==> src/rtl/multi_chan_block_regs.sv <==
// Per-channel register bank: global page plus NUM_CHAN channel windows of 32 words.
// W1C sticky status, atomic 56-bit sample index, reload strobes with word counter, masked irq.
module multi_chan_block_regs #(
  parameter int unsigned NUM_CHAN   = 4,
  parameter int unsigned ADDR_WIDTH = 9,
  parameter logic [15:0] BLK_ID     = 16'h0003,
  parameter logic [15:0] BLK_VER    = 16'h0001
) (
  input  logic                     user_clk,
  input  logic                     user_rstn,
  input  logic                     user_wreq,
  input  logic [ADDR_WIDTH-1:0]    user_waddr,
  input  logic [31:0]              user_wdata,
  output logic                     user_wack,
  input  logic                     user_rreq,
  input  logic [ADDR_WIDTH-1:0]    user_raddr,
  output logic [31:0]              user_rdata,
  output logic                     user_rack,
  input  logic [NUM_CHAN-1:0]      status_overflow,
  input  logic [NUM_CHAN-1:0]      status_underflow,
  input  logic [NUM_CHAN-1:0]      status_hold_valid,
  input  logic [56*NUM_CHAN-1:0]   status_sample_idx,
  output logic [NUM_CHAN-1:0]      cfg_enable,
  output logic [NUM_CHAN-1:0]      cfg_chan_reset,
  output logic [56*NUM_CHAN-1:0]   cfg_sample_idx,
  output logic [NUM_CHAN-1:0]      cfg_sample_idx_updated,
  output logic [32*NUM_CHAN-1:0]   cfg_decimation_ratio,
  output logic [32*NUM_CHAN-1:0]   cfg_reload_data,
  output logic [NUM_CHAN-1:0]      cfg_reload_valid,
  output logic [NUM_CHAN-1:0]      cfg_reload_last,
  output logic                     irq
);

  localparam int unsigned PW = ADDR_WIDTH - 5;
  localparam logic [31:0] BAD_WORD = 32'hDEADBEEF;

  logic [PW-1:0] wpage, rpage;
  logic [4:0]    woff, roff;
  logic [NUM_CHAN-1:0] wsel, rsel, pending;
  logic [NUM_CHAN-1:0][55:0] live;

  logic [NUM_CHAN-1:0] enable_q, enable_d, chan_reset_q, chan_reset_d;
  logic [NUM_CHAN-1:0] sov_q, sov_d, sun_q, sun_d, upd_q, upd_d;
  logic [NUM_CHAN-1:0] rvalid_q, rvalid_d, rlast_q, rlast_d, last_seen_q, last_seen_d;
  logic [NUM_CHAN-1:0] mask_q, mask_d;
  logic [NUM_CHAN-1:0][23:0] shadow_q, shadow_d;
  logic [NUM_CHAN-1:0][55:0] sidx_q, sidx_d;
  logic [NUM_CHAN-1:0][31:0] snap_q, snap_d, dec_q, dec_d, rld_q, rld_d;
  logic [NUM_CHAN-1:0][15:0] cnt_q, cnt_d;
  logic [31:0] scratch_q, scratch_d, rdata_q, rdata_d, rword;
  logic        wack_q, wack_d, rack_q, rack_d, irq_q, irq_d;

  assign wpage   = user_waddr[ADDR_WIDTH-1:5];
  assign woff    = user_waddr[4:0];
  assign rpage   = user_raddr[ADDR_WIDTH-1:5];
  assign roff    = user_raddr[4:0];
  assign live    = status_sample_idx;
  assign pending = sov_q | sun_q;

  // Channel window selects; page 0 is the global page
  always_comb begin
    wsel = '0;
    rsel = '0;
    for (int c = 0; c < NUM_CHAN; c++) begin
      wsel[c] = user_wreq && (wpage == PW'(c + 1));
      rsel[c] = user_rreq && (rpage == PW'(c + 1));
    end
  end

  always_comb begin
    enable_d     = enable_q;
    chan_reset_d = chan_reset_q;
    shadow_d     = shadow_q;
    sidx_d       = sidx_q;
    snap_d       = snap_q;
    dec_d        = dec_q;
    rld_d        = rld_q;
    cnt_d        = cnt_q;
    last_seen_d  = last_seen_q;
    mask_d       = mask_q;
    scratch_d    = scratch_q;
    upd_d        = '0;
    rvalid_d     = '0;
    rlast_d      = '0;
    sov_d        = sov_q;
    sun_d        = sun_q;
    rword        = BAD_WORD;
    wack_d       = user_wreq;
    rack_d       = user_rreq;
    irq_d        = |(pending & mask_q);

    if (user_wreq && wpage == PW'(0)) begin
      case (woff)
        5'd2:    mask_d    = user_wdata[NUM_CHAN-1:0];
        5'd4:    scratch_d = user_wdata;
        default: ;
      endcase
    end

    if (rpage == PW'(0)) begin
      case (roff)
        5'd0:    rword = {BLK_ID, BLK_VER};
        5'd1:    rword = 32'(NUM_CHAN);
        5'd2:    rword = 32'(mask_q);
        5'd3:    rword = 32'(pending);
        5'd4:    rword = scratch_q;
        default: rword = BAD_WORD;
      endcase
    end

    for (int c = 0; c < NUM_CHAN; c++) begin
      // Event set beats a coincident write-1-clear
      sov_d[c] = status_overflow[c]  | (sov_q[c] & ~(wsel[c] && woff == 5'd1 && user_wdata[0]));
      sun_d[c] = status_underflow[c] | (sun_q[c] & ~(wsel[c] && woff == 5'd1 && user_wdata[1]));

      if (wsel[c]) begin
        case (woff)
          5'd0: begin
            enable_d[c]     = user_wdata[0];
            chan_reset_d[c] = user_wdata[1];
          end
          5'd2: shadow_d[c] = user_wdata[23:0];
          5'd3: begin
            sidx_d[c] = {shadow_q[c], user_wdata};
            upd_d[c]  = 1'b1;
          end
          5'd6: dec_d[c] = user_wdata;
          5'd7, 5'd8: begin
            rld_d[c]       = user_wdata;
            rvalid_d[c]    = 1'b1;
            rlast_d[c]     = (woff == 5'd8);
            last_seen_d[c] = (woff == 5'd8);
            // First word after a last restarts the count at 1
            if (last_seen_q[c])            cnt_d[c] = 16'd1;
            else if (cnt_q[c] != 16'hFFFF) cnt_d[c] = cnt_q[c] + 16'd1;
          end
          default: ;
        endcase
      end

      if (rsel[c]) begin
        case (roff)
          5'd0:       rword = {30'b0, chan_reset_q[c], enable_q[c]};
          5'd1:       rword = {29'b0, status_hold_valid[c], sun_q[c], sov_q[c]};
          5'd2:       rword = {8'b0, shadow_q[c]};
          5'd3:       rword = sidx_q[c][31:0];
          5'd4: begin
            rword     = {8'b0, live[c][55:32]};
            snap_d[c] = live[c][31:0];
          end
          5'd5:       rword = snap_q[c];
          5'd6:       rword = dec_q[c];
          5'd7, 5'd8: rword = 32'h0;
          5'd9:       rword = {16'b0, cnt_q[c]};
          default:    rword = BAD_WORD;
        endcase
      end
    end

    rdata_d = user_rreq ? rword : rdata_q;
  end

  always_ff @(posedge user_clk or negedge user_rstn) begin
    if (!user_rstn) begin
      enable_q     <= '0;
      chan_reset_q <= '1;
      shadow_q     <= '0;
      sidx_q       <= '0;
      snap_q       <= '0;
      for (int c = 0; c < NUM_CHAN; c++) dec_q[c] <= 32'd1;
      rld_q        <= '0;
      cnt_q        <= '0;
      last_seen_q  <= '0;
      mask_q       <= '0;
      scratch_q    <= '0;
      upd_q        <= '0;
      rvalid_q     <= '0;
      rlast_q      <= '0;
      sov_q        <= '0;
      sun_q        <= '0;
      rdata_q      <= '0;
      wack_q       <= 1'b0;
      rack_q       <= 1'b0;
      irq_q        <= 1'b0;
    end else begin
      enable_q     <= enable_d;
      chan_reset_q <= chan_reset_d;
      shadow_q     <= shadow_d;
      sidx_q       <= sidx_d;
      snap_q       <= snap_d;
      dec_q        <= dec_d;
      rld_q        <= rld_d;
      cnt_q        <= cnt_d;
      last_seen_q  <= last_seen_d;
      mask_q       <= mask_d;
      scratch_q    <= scratch_d;
      upd_q        <= upd_d;
      rvalid_q     <= rvalid_d;
      rlast_q      <= rlast_d;
      sov_q        <= sov_d;
      sun_q        <= sun_d;
      rdata_q      <= rdata_d;
      wack_q       <= wack_d;
      rack_q       <= rack_d;
      irq_q        <= irq_d;
    end
  end

  assign user_wack              = wack_q;
  assign user_rack              = rack_q;
  assign user_rdata             = rdata_q;
  assign cfg_enable             = enable_q;
  assign cfg_chan_reset         = chan_reset_q;
  assign cfg_sample_idx         = sidx_q;
  assign cfg_sample_idx_updated = upd_q;
  assign cfg_decimation_ratio   = dec_q;
  assign cfg_reload_data        = rld_q;
  assign cfg_reload_valid       = rvalid_q;
  assign cfg_reload_last        = rlast_q;
  assign irq                    = irq_q;

endmodule

==> config.mk <==
export PLATFORM = sky130hd
export DESIGN_NAME = multi_chan_block_regs
export DESIGN_NICKNAME = d
export VERILOG_FILES = /design/src/rtl/multi_chan_block_regs.sv
export SDC_FILE = /design/constraint.sdc
export NUM_CORES = 1
export LEC_CHECK = 0
export CAP_MARGIN = 10
export CORE_AREA = 2 2 317 319
export DETAILED_ROUTE_END_ITERATION = 8
export DIE_AREA = 0 0 319 321
export PLACE_DENSITY = 0.59
export SYNTH_ARGS = -nofsm -noshare
export SYNTH_HDL_FRONTEND = slang
export SYNTH_SLANG_ARGS = --single-unit
==> constraint.sdc <==
create_clock -name user_clk -period 4.3 [get_ports user_clk]
set_input_delay 0.86 -clock user_clk [delete_from_list [all_inputs] [get_ports user_clk]]
set_output_delay 0.86 -clock user_clk [all_outputs]
set_load 0.1 [all_outputs]
# Yosys cells after proc, flatten, opt, wreduce, memory -nomap -nowiden
# Cells that the tools add are included.
op_classes:
  add_sub_neg: 4
  eq_ne: 28
  n_bitwise: 26
  n_reduce_logical: 62
  mux: 33
ops:
  columns: ["operator", "count"]
  rows:
  - ["$pmux W32 S9", 4]
  - ["$mux W32", 5]
  - ["$pmux W32 S5", 1]
  - ["$mux W16", 8]
  - ["$add A16 B1 Y16 const B", 4]
  - ["$ne A16 B16 Y1 const B", 4]
  - ["$reduce_and A2 Y1", 26]
  - ["$eq A5 B3 Y1 const B", 7]
  - ["$logic_and A1 B1 Y1", 21]
  - ["$eq A5 B2 Y1 const B", 4]
  - ["$eq A4 B2 Y1 const B", 4]
  - ["$eq A5 B4 Y1 const B", 3]
  - ["$mux W1", 15]
  - ["$reduce_and A3 Y1", 4]
  - ["$eq A5 B1 Y1 const B", 2]
  - ["$logic_not A5 Y1", 2]
  - ["$and A1 B1 Y1", 8]
  - ["$eq A4 B1 Y1 const B", 2]
  - ["$eq A4 B3 Y1 const B", 2]
  - ["$logic_not A4 Y1", 2]
  - ["$not A1 Y1", 8]
  - ["$or A1 B1 Y1", 8]
  - ["$reduce_bool A2 Y1", 4]
  - ["$and A4 B4 Y4", 1]
  - ["other kinds (3)", 4]
word_totals:
  ff_bits: 871
  elab_cells: 200
  output_inout_bits: 535

# Depth between registers and ports, before layout
# Gate-level depths: netlist of the first run.
depth:
  ltp_word: 7
  depth_mapped: 11
  ltp_nobuf: 7

# Worst setup path after synthesis of the first run
# OpenSTA, ideal clock, no wires.
synth_timing:
  path_kind: "input -> register"
  from: "input port user_raddr[3]"
  to: "register snap_q[85] (netlist bit)"
  stages: 8
  arrival_time_ns: 2.667
  slack_ns: 1.509
  required_time_ns: 4.175
  n_path_buf: 4
  setup_ns: 0.125
  cell_sequence: "clkbuf_1 or3b_1 buf_2 nor3_4 buf_2 nand3_1 buf_1 mux2_2"
synth_between:
  elab_chain_len: 2
synth_lines:
  columns: ["item", "line", "rtl"]
  rows:
  - ["start: declaration", "16", "input logic [ADDR_WIDTH-1:0] user_raddr,"]
  - ["$eq A5 B3 Y1", "142", "case (roff)"]
  - ["$reduce_and A2 Y1 (no source line)", null, null]
  - ["end signal: assignment", "190", "snap_q <= snap_d;"]
  - ["end: declaration", "48", "logic [NUM_CHAN-1:0][31:0] snap_q, snap_d, dec_q, dec_d, rld_q, rld_d;"]
# Every way passes these cells.
# A chain may end at the register's enable or synchronous reset.

# Final worst setup path of the first run
layout_timing:
  from: "register chan_reset_q[3], in the netlist cfg_chan_reset[3]"
  to: "output port cfg_chan_reset[3]"
layout_lines:
  columns: ["item", "line", "rtl"]
  rows:
  - ["start: declaration", "42", "logic [NUM_CHAN-1:0] enable_q, enable_d, chan_reset_q, chan_reset_d;"]
  - ["start signal: assignment", "187", "chan_reset_q <= chan_reset_d;"]
  - ["end: declaration", "24", "output logic [NUM_CHAN-1:0] cfg_chan_reset,"]
# No word-level cell between the ends.

==> impl_metrics.toml, run 1 <==
[worst_setup_path]
cp_slowest_cell = "clkdlybuf4s50_1"
crit_required_ns = 3.44
crit_path_end_kind = "output pin"
cp_num_buf_inv = 1
arrival_ns = 2.48
crit_family = "buffers and inverters"
slowest_delay_ns = 1.21
worst-path-max-fanout = 3
worstSetupPathType = "reg -> out"
worstSetupStartpointType = "register"
worstPathCellList = "clkdlybuf4s50_1"

[clock_tree]
htree_levels = 3
path_clk_slew_ns = 0.06
clock-sinks = 871
cts_setup_buffers = 0
cts-root-buf = "clkbuf_16"
ctsHoldBuffers = 0
clk_latency_ns = 0.68
cts_buffers = 96
clk_path_buf_depth = 3
cts_tree = "yes"
cts-resized-gates = 0

[finish]
final_layout_size_suffix_gt1_share_pct = 20.63
instances_no_fill = 5555
nNetsFinal = 4465
fin_area_um2 = 51650
final_cell_mix = "dfrtp_1, clkdlybuf4s50_1, nand2_1"
final_common_cell = "dfrtp_1"
syn2layout_area_growth_pct = 36.24

[placed_design]
dp_slack_ns = 0.4650
hpwl_um = 125400
portBuffers = 824
placed_cells = 5371
placedInstanceArea_um2 = 48360
gp_congestion = 0.9146

[sta]
tns_ns = 0
final-setup-viol-count = 0
tightest_slew_ns = 1.247
skew_ns = 0.02465
finalHoldViolations = 0
finalCritPeriodShare_pct = 77.72
period_minus_slack_ns = 3.342
fmax_mhz = 299.2
slew_headroom_pct = 16.60
setup_ws_ns = 0.9583
rsz0062_at_grt = "no"
slew_viol_final = 0

[synthesis]
synth-seq-cells = 871
synth-xor-area-share_pct = 1.040
synthArstFlopShare_pct = 100.0
synth_top_family_by_area = "multiplexers"
synthesis.nets = 3650
ys_seq_area_share_pct = 57.52
synthFlopType = "dfrtp_1"
syn_area_per_cell_um2 = 11.30
synthDistinctLibCells = 76
synthCells = 3356
synthAdderAreaFrac_pct = 0.1320
yosysWarningCount = 0
synth_compound_area_share_pct = 10.08
synth_simple_gate_area_share_pct = 12.28
synth.mux.area_fraction_pct = 16.14
syn_area_um2 = 37910
synth_edf_count = 0

[detailed_routing]
routedWlPerCell_um = 32.03
finalWirelength_um = 177900
postRouteAntennaNets = 0
vias_per_cell = 5.806
drtIter0Drc = 3665
dr_total_vias = 32250
drc = 0
first_pass_iters = 7

[pwr]
p_clk_share_pct = 43.6
p_leak_nw = 24.05
power_frac_seq_pct = 43.4
ir_drop_mv = 0.3088
p_per_area_nw_per_um2 = 384.1
intPower_mw = 14.26
p_sw_mw = 5.584
total_power_mw = 19.84
comb_power_share_pct = 13.0
swShare_pct = 28.15

[floorplan]
fp-row-count = 116
die_y_um = 321
die_w_um = 319
io_pins = 825
core-area_um2 = 99280
dieArea_um2 = 102400
initial_core_util_pct = 38.19

[global_route]
grt_usage_pct = 33.95
antenna_found_initial = 25
grt_pass1_vias = 31580
grt_pass1_wl_um = 247300
grt_overflow_total = 0
grt_max_degree = 90

[worst_hold_path]
hp-class = "in -> async"

[outcome]
outcome = "completed"

[flow_run]
drv_cap = 0
==> flip-flops by register name, summed over array words and instances, names as in the netlist, 4 cells and up <==
name / count
scratch_q: 32
mask_q: 4
cfg_enable: 4
cfg_reload_valid: 4
last_seen_q: 4
user_rdata: 32
sov_q: 4
cfg_sample_idx_updated: 4
cfg_sample_idx: 224
cfg_reload_data: 128
cfg_decimation_ratio: 128
cnt_q: 64
shadow_q: 96
cfg_chan_reset: 4
sun_q: 4
cfg_reload_last: 4
snap_q: 128
==> power groups by stage <==
| stage | registers (mW) | clock network [mW] | logic, mW |
|---|---|---|---|
| after global placement | 8.75 | 0 | 2.56 |
| after floorplan | 9.80 | 0 | 0.368 |
| after CTS | 8.60 | 8.77 | 2.58 |
| after global routing | 8.63 | 9.10 | 2.66 |
| final | 8.61 | 8.65 | 2.57 |
| after detailed placement | 8.75 | 0 | 2.57 |
==> cells by family after synthesis <==
kind of cell / Yosys count
xor gates and xnor gates: 45
and+or+nand+nor: 1106
adders and majority gates: 4
AOI/OAI and AO/OA: 525
DFF: 871
muxes: 543
buffers and inverters: 262
==> worst paths after layout <==
path                                     start                   to  slack (ns)  cells past startpoint
setup / recovery             cfg_chan_reset[3]    cfg_chan_reset[3]        0.96                      1
hold reg to reg            cfg_sample_idx[166]  cfg_sample_idx[166]        0.47                      2
setup reg to reg                     cnt_q[17]            cnt_q[26]        1.58                      7
max in group asynchronous            user_rstn   cfg_sample_idx[75]        3.09                      2
min in group user_clk      cfg_sample_idx[166]  cfg_sample_idx[166]        0.47                      2
hold / removal                       user_rstn   cfg_sample_idx[33]        0.23                      1
==> final cells by class <==
type | instances | area [um^2]
multi-input cells | 2223 | 15180
inverters | 22 | 85.08
repair buffers | 957 | 9657
clock buffers | 143 | 2851
fillers | 8944 | 47630
flip-flops and latches | 871 | 21810
diodes | 10 | 25.02
clock inverters | 31 | 415.4
well taps | 1298 | 1624
==> cell usage after synthesis (4+ instances only) <==
cell       number  area (um^2)
clkbuf_1      143        536.8
a211oi_1       10        75.07
xnor2_1        23        201.4
xor2_1         22        192.7
a222oi_1       33        330.3
mux2_2        526         5923
mux2i_1        14        140.1
a31oi_1        50        312.8
ha_1            4        50.05
nor3_1         18        90.09
and3_1         28        175.2
dfrtp_1       863        21600
a22oi_1       167         1254
nor2b_1         7        43.79
a32o_1         14        140.1
nor4b_1         4        35.03
buf_2          56        280.3
buf_1          40        150.1
or3_1           8        50.05
and2_1         11        68.82
o2111ai_1       5        43.79
nand2b_1       14        87.58
a21o_1          4        30.03
o32a_1          5        50.05
a21oi_1        97        485.5
dfstp_2         8        210.2
nand4_1        19        118.9
nand3_1        41        205.2
o21ai_0        43        215.2
a221oi_1       53        464.2
o22ai_1         7        43.79
nor2_1        106        397.9
and4_1          9        78.83
nor4_1          9        56.30
nand2_1       811         3044
inv_1          19        71.32
a22o_1          8        70.07
nor3b_1         4        30.03
==> per-layer routing <==
| metal | track usage, % | wire length (um) | up-vias |
|---|---|---|---|
| li1 | - | - | 13560 |
| met1 | 44.78 | 72820 | 16630 |
| met2 | 53.91 | 81740 | 1733 |
| met3 | 8.733 | 16370 | 308 |
| met4 | 12.67 | 6849 | 22 |
| met5 | 0 | 130 | - |
==> worst register-to-register path: stages, from the launching register on <==
cell and delay [ns]:
dfrtp_1 0.58, ha_1 0.28, nand2_1 0.16, nor4_1 0.79, a21oi_1 0.30, and4_1 0.31
xnor2_1 0.14, nor2_1 0.05
==> stage by stage <==
step                util, %  hold slack [ns]
CTS                   52.00           0.2117
floorplan                 -           0.4498
finish                52.02           0.2341
detailed placement    48.71           0.4610
global placement      48.71           0.4574
global route          52.02           0.2501
No activity file was read; power rests on OpenSTA's default activity.
==> run 2, diff against run 1 <==
--- a/config.mk
+++ b/config.mk
@@ -6,10 +6,10 @@
 export NUM_CORES = 1
 export LEC_CHECK = 0
 export CAP_MARGIN = 10
-export CORE_AREA = 2 2 317 319
+export CORE_AREA = 2 2 320 322
 export DETAILED_ROUTE_END_ITERATION = 8
-export DIE_AREA = 0 0 319 321
-export PLACE_DENSITY = 0.59
+export DIE_AREA = 0 0 322 324
+export PLACE_DENSITY = 0.58
 export SYNTH_ARGS = -nofsm -noshare
 export SYNTH_HDL_FRONTEND = slang
 export SYNTH_SLANG_ARGS = --single-unit
==> constraint.sdc (replaced) <==
create_clock -name user_clk -period 3.5 [get_ports user_clk]
set_input_delay 0.7 -clock user_clk [delete_from_list [all_inputs] [get_ports user_clk]]
set_output_delay 0.7 -clock user_clk [all_outputs]
set_load 0.1 [all_outputs]
==> run 2 against run 1 <==
- sequential power rose by 23%
- critical path depth did not move
- via count rose by 1.5%
- critical path type unchanged
- utilization fell by 1.0 points
- sequential share of layout area rose by 0.087 points
- count of clock-buffer cells in the layout fell by 4
- cell count rose by 1.7%
- clock skew rose by 0.0016 ns
- wire length rose by 2.1%
- setup slack got worse by 0.58 ns
- global-route usage rose by 0.17 points
- combinational power rose by 23%
==> impl_metrics.toml, run 2 (synthesis gave the netlist of run 1 again) <==
[worst_setup_path]
r2r-start = "cnt_q[17]"
rr_worst_depth = 8
worstPathCellList = "clkdlybuf4s50_1"
worstReg2RegEnd = "cnt_q[20]"
ff2ff_setup_slack_ns = 0.88
worst-path-max-fanout = 2
arrival_ns = 2.42
cp_slowest_cell = "clkdlybuf4s50_1"
crit_cells = 1
worstSetupStartpointType = "register"
cp_num_buf_inv = 1
crit_family = "buffers and inverters"
crit_path_end_kind = "output pin"
crit_required_ns = 2.80
slowest_delay_ns = 1.20
worstSetupPathType = "reg -> out"

[pwr]
intPower_mw = 17.33
swShare_pct = 28.87
p_leak_nw = 25.12
ir_drop_mv = 0.3273
p_per_area_nw_per_um2 = 472.8
power_frac_seq_pct = 43.5
p_sw_mw = 7.035
p_clk_share_pct = 43.6
comb_power_share_pct = 13.0

[worst_hold_path]
min_path_cells = 2
hold_end = "cfg_reload_data[119]"
hold_start = "cfg_reload_data[119]"
hp-class = "reg -> reg"

[sta]
setup_ws_ns = 0.3798
final-setup-viol-count = 0
period_minus_slack_ns = 3.120
slew_headroom_pct = 26.49
rsz0062_at_grt = "no"
slew_viol_final = 0
finalCritPeriodShare_pct = 89.15
fmax_mhz = 320.5
skew_ns = 0.02629
tightest_slew_ns = 1.099
finalHoldViolations = 0

[global_route]
grt_pass1_wl_um = 251700
grt_overflow_total = 0
grt_usage_pct = 34.12
grt_pass1_vias = 32060
antenna_found_initial = 32
grt_max_degree = 87

[clock_tree]
clk_latency_ns = 0.70
cts-root-buf = "clkbuf_16"
cts_buffers = 98
clock-sinks = 871
path_clk_slew_ns = 0.06
cts-resized-gates = 0
htree_levels = 3
ctsHoldBuffers = 1
clk_path_buf_depth = 3
cts_setup_buffers = 0
cts_tree = "yes"

[detailed_routing]
postRouteAntennaNets = 0
routedWlPerCell_um = 32.17
drtIter0Drc = 3401
drc = 0
first_pass_iters = 6
dr_total_vias = 32740
finalWirelength_um = 181700
vias_per_cell = 5.797

[finish]
nNetsFinal = 4536
final_core_util_pct = 51.03
final_layout_size_suffix_gt1_share_pct = 30.04
syn2layout_area_growth_pct = 35.96
final_common_cell = "dfrtp_1"
largest_reg_flops = 224
final_cell_mix = "dfrtp_1, nand2_1, mux2_2"

[floorplan]
die_y_um = 324
io_pins = 825
initial_core_util_pct = 37.53
die_w_um = 322
fp-row-count = 117
core-area_um2 = 101000
dieArea_um2 = 104300

[flow_run]
drv_cap = 0

[placed_design]
gp_congestion = 0.9192
hpwl_um = 129400
portBuffers = 824
dp_slack_ns = -0.1887

[outcome]
outcome = "completed"
[run 2: metrics by stage]
stage          area [um^2]  power (mW)  std cells  setup TNS, ns  hold slack, ns
6_report             51540       24.37       5647              0          0.4761
2_1_floorplan        37910       12.49       3356              0          0.4044
3_5_place_dp         48220       13.92       5450        -0.1887          0.4609
4_1_cts              51510       24.46       5633              0          0.4482
5_1_grt              51540       25.01       5647              0          0.4870
3_3_place_gp         48220       13.91       5450        -0.1961          0.4580
[run 2: area by class of cell]
cell class | instances | area [um^2]
diodes | 14 | 35.03
clock buffers | 139 | 2839
clock inverters | 43 | 440.4
fillers | 9182 | 49470
inverters | 22 | 85.08
multi-input cells | 2223 | 15180
flip-flops and latches | 871 | 21810
well taps | 1309 | 1638
repair buffers | 1026 | 9514
[run 2: worst max-delay path by stage]
stage / start / to
3_3_place_gp: user_raddr[2] / user_rdata[8]
5_1_grt: cfg_reload_data[35] / cfg_reload_data[35]
3_5_place_dp: user_raddr[2] / user_rdata[8]
2_1_floorplan: user_raddr[3] / snap_q[85]
6_report: cfg_reload_data[35] / cfg_reload_data[35]
4_1_cts: cfg_reload_data[35] / cfg_reload_data[35]
[run 2: power by group through the flow]
stage          combinational [mW]  sequential [mW]  clock [mW]
3_5_place_dp                 3.16             10.8           0
5_1_grt                      3.27             10.6        11.1
4_1_cts                      3.17             10.6        10.7
6_report                     3.16             10.6        10.6
2_1_floorplan               0.452             12.0           0
3_3_place_gp                 3.15             10.8           0
[run 2: layer usage]
layer	track usage (%)	wire (um)
met1	45.49	74840
met2	53.91	84300
met3	8.747	16030
met4	11.99	6371
met5	0	126
